[config.mk]
export PLATFORM = sky130hd
export DESIGN_NAME = step_sequencer
export DESIGN_NICKNAME = d
export VERILOG_FILES = /design/src/rtl/synth_pkg.sv /design/src/rtl/tick_prescaler.sv /design/src/rtl/step_sequencer.sv
export SDC_FILE = /design/constraint.sdc
export NUM_CORES = 1
export LEC_CHECK = 0
export ABC_CLOCK_PERIOD_IN_PS = 7300
export CAP_MARGIN = 10
export CORE_ASPECT_RATIO = 1.4
export CORE_MARGIN = 5
export CORE_UTILIZATION = 40
export CTS_BUF_LIST = sky130_fd_sc_hd__clkbuf_16
export DETAILED_ROUTE_END_ITERATION = 12
export GPL_ROUTABILITY_DRIVEN = 0
export PLACE_DENSITY = 0.61
export SLEW_MARGIN = 15
export SYNTH_ARGS = -nofsm -noshare
export SYNTH_HDL_FRONTEND = slang
export SYNTH_SLANG_ARGS = --single-unit
[constraint.sdc]
create_clock -name clk -period 7.3 [get_ports clk]
set_input_delay 1.46 -clock clk [delete_from_list [all_inputs] [get_ports clk]]
set_output_delay 1.46 -clock clk [all_outputs]
set_load 0.005 [all_outputs]
[src/rtl/synth_pkg.sv]
// Shared types and constants for the step sequencer and the synth it feeds.
package synth_pkg;

  localparam int unsigned OSC_W          = 12;
  localparam int unsigned STEP_AW        = 3;
  localparam int unsigned TICK_W         = 8;
  localparam int unsigned MIN_GATE_TICKS = 2;
  localparam int unsigned MIN_REST_TICKS = 2;
  localparam int unsigned MIN_STEP_TICKS = MIN_GATE_TICKS + MIN_REST_TICKS;

  typedef enum logic [1:0] {
    IDLE = 2'd0,
    GATE = 2'd1,
    REST = 2'd2
  } seq_state_t;

  typedef struct packed {
    logic             gate;
    logic [OSC_W-1:0] count;
  } step_rec_t;

  localparam int unsigned REC_W = $bits(step_rec_t);

endpackage

[src/rtl/tick_prescaler.sv]
// Free-running 0..TICK_DIV-1 divider; tick_c flags the cycle before the wrap to 0.
module tick_prescaler #(
  parameter int unsigned TICK_DIV = 262144
) (
  input  logic clk,
  input  logic rst,
  input  logic en,
  output logic tick_c
);

  localparam int unsigned CNT_W = (TICK_DIV > 2) ? $clog2(TICK_DIV) : 1;
  localparam logic [CNT_W-1:0] CNT_LAST = CNT_W'(TICK_DIV - 1);

  logic [CNT_W-1:0] cnt;

  // Disabled means cleared, so every enable starts a full tick period
  always_ff @(posedge clk or posedge rst) begin
    if (rst) begin
      cnt <= '0;
    end else if (!en) begin
      cnt <= '0;
    end else if (cnt == CNT_LAST) begin
      cnt <= '0;
    end else begin
      cnt <= cnt + CNT_W'(1);
    end
  end

  assign tick_c = en && (cnt == CNT_LAST);

endmodule

[src/rtl/step_sequencer.sv]
// 8-step pattern sequencer driving the synth's trig and osc_count, timed in prescaled ticks.
module step_sequencer
  import synth_pkg::*;
#(
  parameter int unsigned TICK_DIV = 262144,
  parameter int unsigned STEPS    = 8
) (
  input  logic               clk,
  input  logic               rst,
  input  logic               run,
  input  logic               wr_en,
  input  logic [STEP_AW-1:0] wr_addr,
  input  logic [REC_W-1:0]   wr_data,
  input  logic [STEP_AW-1:0] last_step,
  input  logic [TICK_W-1:0]  step_ticks,
  input  logic [TICK_W-1:0]  gate_ticks,
  output logic [OSC_W-1:0]   osc_count,
  output logic               trig,
  output logic [STEP_AW-1:0] step_idx,
  output logic               step_stb
);

  step_rec_t          mem [STEPS];
  seq_state_t         state, state_d;
  logic [TICK_W-1:0]  tcnt, tcnt_d, tcnt_inc;
  logic [TICK_W-1:0]  s_len, s_len_d, g_len, g_len_d;
  logic [TICK_W-1:0]  s_eff, g_floor, g_lim, g_eff;
  logic [STEP_AW-1:0] step_idx_d, start_idx;
  logic [OSC_W-1:0]   osc_d;
  logic               trig_d, stb_d, start, tick_c;
  step_rec_t          rec;

  tick_prescaler #(
    .TICK_DIV(TICK_DIV)
  ) u_prescaler (
    .clk   (clk),
    .rst   (rst),
    .en    ((state != IDLE) && run),
    .tick_c(tick_c)
  );

  // Clamp lengths so trig always gets at least two ticks high and two low
  always_comb begin
    s_eff   = (step_ticks < TICK_W'(MIN_STEP_TICKS)) ? TICK_W'(MIN_STEP_TICKS) : step_ticks;
    g_floor = (gate_ticks < TICK_W'(MIN_GATE_TICKS)) ? TICK_W'(MIN_GATE_TICKS) : gate_ticks;
    g_lim   = s_eff - TICK_W'(MIN_REST_TICKS);
    g_eff   = (g_floor > g_lim) ? g_lim : g_floor;
  end

  always_ff @(posedge clk or posedge rst) begin
    if (rst) begin
      for (int i = 0; i < int'(STEPS); i++) begin
        mem[i] <= '0;
      end
    end else if (wr_en && (32'(wr_addr) < STEPS)) begin
      mem[wr_addr] <= step_rec_t'(wr_data);
    end
  end

  always_ff @(posedge clk or posedge rst) begin
    if (rst) begin
      state     <= IDLE;
      step_idx  <= '0;
      osc_count <= '0;
      trig      <= 1'b0;
      step_stb  <= 1'b0;
      tcnt      <= '0;
      s_len     <= TICK_W'(MIN_STEP_TICKS);
      g_len     <= TICK_W'(MIN_GATE_TICKS);
    end else begin
      state     <= state_d;
      step_idx  <= step_idx_d;
      osc_count <= osc_d;
      trig      <= trig_d;
      step_stb  <= stb_d;
      tcnt      <= tcnt_d;
      s_len     <= s_len_d;
      g_len     <= g_len_d;
    end
  end

  // Stop beats any step boundary; a step start reads memory before this edge's write
  always_comb begin
    state_d    = state;
    step_idx_d = step_idx;
    osc_d      = osc_count;
    trig_d     = trig;
    stb_d      = 1'b0;
    tcnt_d     = tcnt;
    s_len_d    = s_len;
    g_len_d    = g_len;
    start      = 1'b0;
    start_idx  = '0;
    rec        = '0;
    tcnt_inc   = tcnt + TICK_W'(1);

    case (state)
      IDLE: begin
        if (run) begin
          start = 1'b1;
        end
      end
      GATE, REST: begin
        if (!run) begin
          state_d    = IDLE;
          trig_d     = 1'b0;
          step_idx_d = '0;
          tcnt_d     = '0;
        end else if (tick_c) begin
          tcnt_d = tcnt_inc;
          if ((state == GATE) && (tcnt_inc == g_len)) begin
            trig_d  = 1'b0;
            state_d = REST;
          end else if ((state == REST) && (tcnt_inc == s_len)) begin
            start     = 1'b1;
            start_idx = (step_idx >= last_step) ? '0 : step_idx + STEP_AW'(1);
          end
        end
      end
      default: begin
        state_d = IDLE;
      end
    endcase

    if (start) begin
      if (32'(start_idx) < STEPS) begin
        rec = mem[start_idx];
      end
      state_d    = GATE;
      step_idx_d = start_idx;
      osc_d      = rec.count;
      trig_d     = rec.gate;
      stb_d      = 1'b1;
      tcnt_d     = '0;
      s_len_d    = s_eff;
      g_len_d    = g_eff;
    end
  end

endmodule

==> flow_metrics.tcl <==
set metrics [dict create \
    drtIter0Drc 364 \
    dominantRegCellSynth "dfrtp_1" \
    power_frac_seq 0.437 \
    synthDistinctLibCells 67 \
    fin_util 0.471 \
    antenna_cells 0 \
    initial_core_util 0.407 \
    syn_to_final_growth_pct 15.9 \
    setup_viol 0 \
    clock_latency_ns 0.42 \
    maxSlewHeadroom 0.221 \
    cts_hold_buf 0 \
    hold_path_class "flip-flop to flip-flop" \
    cts.sinks 165 \
    fin_tns_setup_ns 0 \
    synth_xor_area_frac 0.0427 \
    finalClockSkew_ns 0.00814 \
    worst_slew_pin_slew_ns 1.16 \
    yosys.area.top_type "dfrtp_1" \
    fin_crit_sh 0.637 \
    drt_pass1_iterations 4 \
    internal_power_w 0.00207 \
    die_x_um 134 \
    rr_worst_depth 9 \
    worstSetupPathType "primary input to flip-flop" \
    slew_viol_final 0 \
    final_net_count 884 \
    synthTopCellsByArea "dfrtp_1 (47%), mux2_2 (15%), nand2_1 (2.9%), ha_1 (2.7%), mux2i_1 (2.5%)" \
    yosys.area_share.simple 0.140 \
    synth_fp_nets 846 \
    row_count 63 \
    syn_inst 788 \
    crit_fanout 12 \
    swShare 0.294 \
    yosysSeqAreaShare 0.478 \
    wl_per_cell_um 18.5 \
    power_frac_clock 0.319 \
    cts_resized 0 \
    min_path_cells 2 \
    fin_crit_ns 4.65 \
    cp.required_ns 7.64 \
    dieHeight_um 184 \
    synthDominantCellAreaShare 0.471 \
    powerDensity_nw_per_um2 293 \
    via_per_inst 5.48 \
    synth_top_family_by_area "multiplexers" \
    endpoint_kind "flip-flop" \
    dp_hpwl_um 13500 \
    power_leakage_nw 4.20 \
    seq_area_um2 4130 \
    worst_ep_arrival_time_ns 4.99 \
    synth_edf_count 0 \
    max_cap_violations 0 \
    fillCellCount 1980 \
    combPwrFrac 0.244 \
    status "completed" \
    antenna_found_initial 0 \
    vias 6017 \
    portBuffers 55 \
    cts_tree "done" \
    gr-total-overflow 0 \
    irDropWorstVdd_mv 0.157 \
    ys_ff_latch 165 \
    p_switching_w 0.000864 \
    postCtsSetupRepairBufs 0 \
    io_pins 56 \
    grt_max_degree 106 \
    startpoint_type "primary input" \
    fmaxAchievable_ghz 0.215 \
    multiInputGateArea_um2 4240 \
    clockBufferDepth 2 \
    core_area_um2 21300 \
    rsz0062_at_grt "false" \
    synth_fa_ha_area_frac 0.0286 \
    cts_root_buf "clkbuf_16" \
    clkTransAtPathRegs_ns 0.06 \
    layout-drive-gt1-share 0.203 \
    wl_um 20300 \
    fp.dieArea_um2 24700 \
    numCtsBuffers 17 \
    synth_compound_area_frac 0.102 \
    hold_violations 0 \
    muxShareOfSynthArea 0.174 \
    grt_pass1_wl_um 33100 \
    synth.avg_cell_area_um2 11.0 \
    syn_area_um2 8650 \
    async_flop_share 1.00 \
    ant_nets 0 \
    synth-warning-count 0 \
    htreeDepth 4 \
    track_usage 0.169 \
    grt_pass1_vias 6171 \
    drc_errors 0 \
]
-- Yosys cell counts, types with 3 or more instances --
library cell  number
dfrtp_1          163
mux2_2           112
nand2_1           67
nor2_1            44
a21oi_1           37
clkbuf_1          26
o211ai_1          25
inv_1             22
mux2i_1           22
o21ai_0           20
ha_1              19
xnor2_1           19
xor2_1            18
nand2b_1          17
nand3_1           16
nand4_1           15
nor3_1            15
a21o_1            13
buf_2             13
and3_1             7
nor3b_1            7
a22oi_1            6
a31oi_1            6
and4_1             5
nand3b_1           5
o221ai_1           5
nand4b_1           4
nor2b_1            4
o22ai_1            4
buf_1              3
nor4_1             3
or3_1              3
-- worst paths after layout --
| path | startpoint | endpoint | slack (ns) |
|---|---|---|---|
| setup / recovery | last_step[0] | osc_count[3]$_DFFE_PP0N_ | 2.65 |
| hold / removal | g_len[1]$_DFFE_PP1N_ | g_len[1]$_DFFE_PP1N_ | 0.49 |
| setup reg to reg | tcnt[0]$_DFFE_PP0P_ | osc_count[3]$_DFFE_PP0N_ | 3.33 |
| hold reg to reg | g_len[1]$_DFFE_PP1N_ | g_len[1]$_DFFE_PP1N_ | 0.49 |
| max in group asynchronous | rst | mem[26]$_DFFE_PP0P_ | 4.30 |
| min in group asynchronous | rst | u_prescaler.cnt[2]$_DFF_PP0_ | 1.63 |
-- worst max-delay path, cell delays in order --
cell             delay, ns
clkdlybuf4s50_1       0.40
ha_1                  0.28
nand2b_1              0.14
a21o_1                0.19
a211oi_2              0.46
nor2b_1               0.19
nand4_1               0.53
nor2_1                0.96
o221ai_1              0.21
o211ai_1              0.15
-- cell type report --
class                   count  area share
repair buffers             65      0.0624
inverters                  24     0.00948
clock buffers              17      0.0424
multi-input cells         553       0.423
clock inverters            14      0.0183
flip-flops and latches    165       0.412
well taps                 260      0.0324
-- kinds of logic after synthesis --
logic type               count (synthesis)
AND/OR/NAND/NOR                        226
flip-flops                             165
multiplexers                           136
AO/OA/AOI/OAI                          132
buffers and inverters                   70
XOR/XNOR                                39
adder cells (fa/ha/maj)                 20
-- flip-flops by register name, summed over array words and instances (netlist names) --
register,count
u_prescaler.cnt,18
step_stb,1
state,2
osc_count,12
trig,1
s_len,8
tcnt,8
g_len,8
step_idx,3
mem,104
-- power groups by stage --
stage                     Clock [W]  Combinational (W)  Sequential [W]
after global routing       0.000993           0.000804         0.00131
final                      0.000937           0.000717         0.00128
after floorplan                   0           0.000518         0.00125
after global placement            0           0.000714         0.00130
after CTS                  0.000952           0.000732         0.00129
after detailed placement          0           0.000728         0.00130
-- metrics by stage --
stage	hold slack (ns)	worst slack, ns	instance area, um2	instances	power [W]
2_1_floorplan	0.465	1.38	8650	788	0.00177
3_3_place_gp	0.477	2.29	9420	1067	0.00201
3_5_place_dp	0.483	2.17	9420	1067	0.00203
4_1_cts	0.496	2.57	10000	1098	0.00297
5_1_grt	0.513	2.38	10000	1098	0.00311
6_report	0.492	2.65	10000	1098	0.00294
-- per-layer routing --
| layer | vias up | track usage | wire length [um] |
|---|---|---|---|
| met2 | 77 | 0.300 | 10600 |
| met3 | 14 | 0.0318 | 514 |
| met5 | - | 0 | 0 |
| met4 | 0 | 0.0326 | 189 |
| li1 | 2903 | - | - |
| met1 | 3023 | 0.216 | 8940 |
-- layout by cell type, fill, tap and decap left out, drive strengths merged, types with 3 or more instances in the layout --
master / count
nand3: 17
ha: 19
a21o: 13
o21ai: 20
clkinv: 6
clkbuf: 17
and3: 7
nand2: 68
nor2: 45
nor2b: 4
nor3b: 7
nand3b: 5
and4: 5
inv: 27
xnor2: 19
mux2i: 22
a22oi: 6
a31oi: 6
nor3: 15
or3: 3
o22ai: 4
dfrtp: 163
nand2b: 17
o211ai: 25
buf: 10
xor2: 18
clkdlybuf4s50: 55
nand4b: 4
mux2: 114
nand4: 17
bufinv: 4
a21oi: 37
nor4: 4
o221ai: 6
Power figures use the tool's default switching activity.
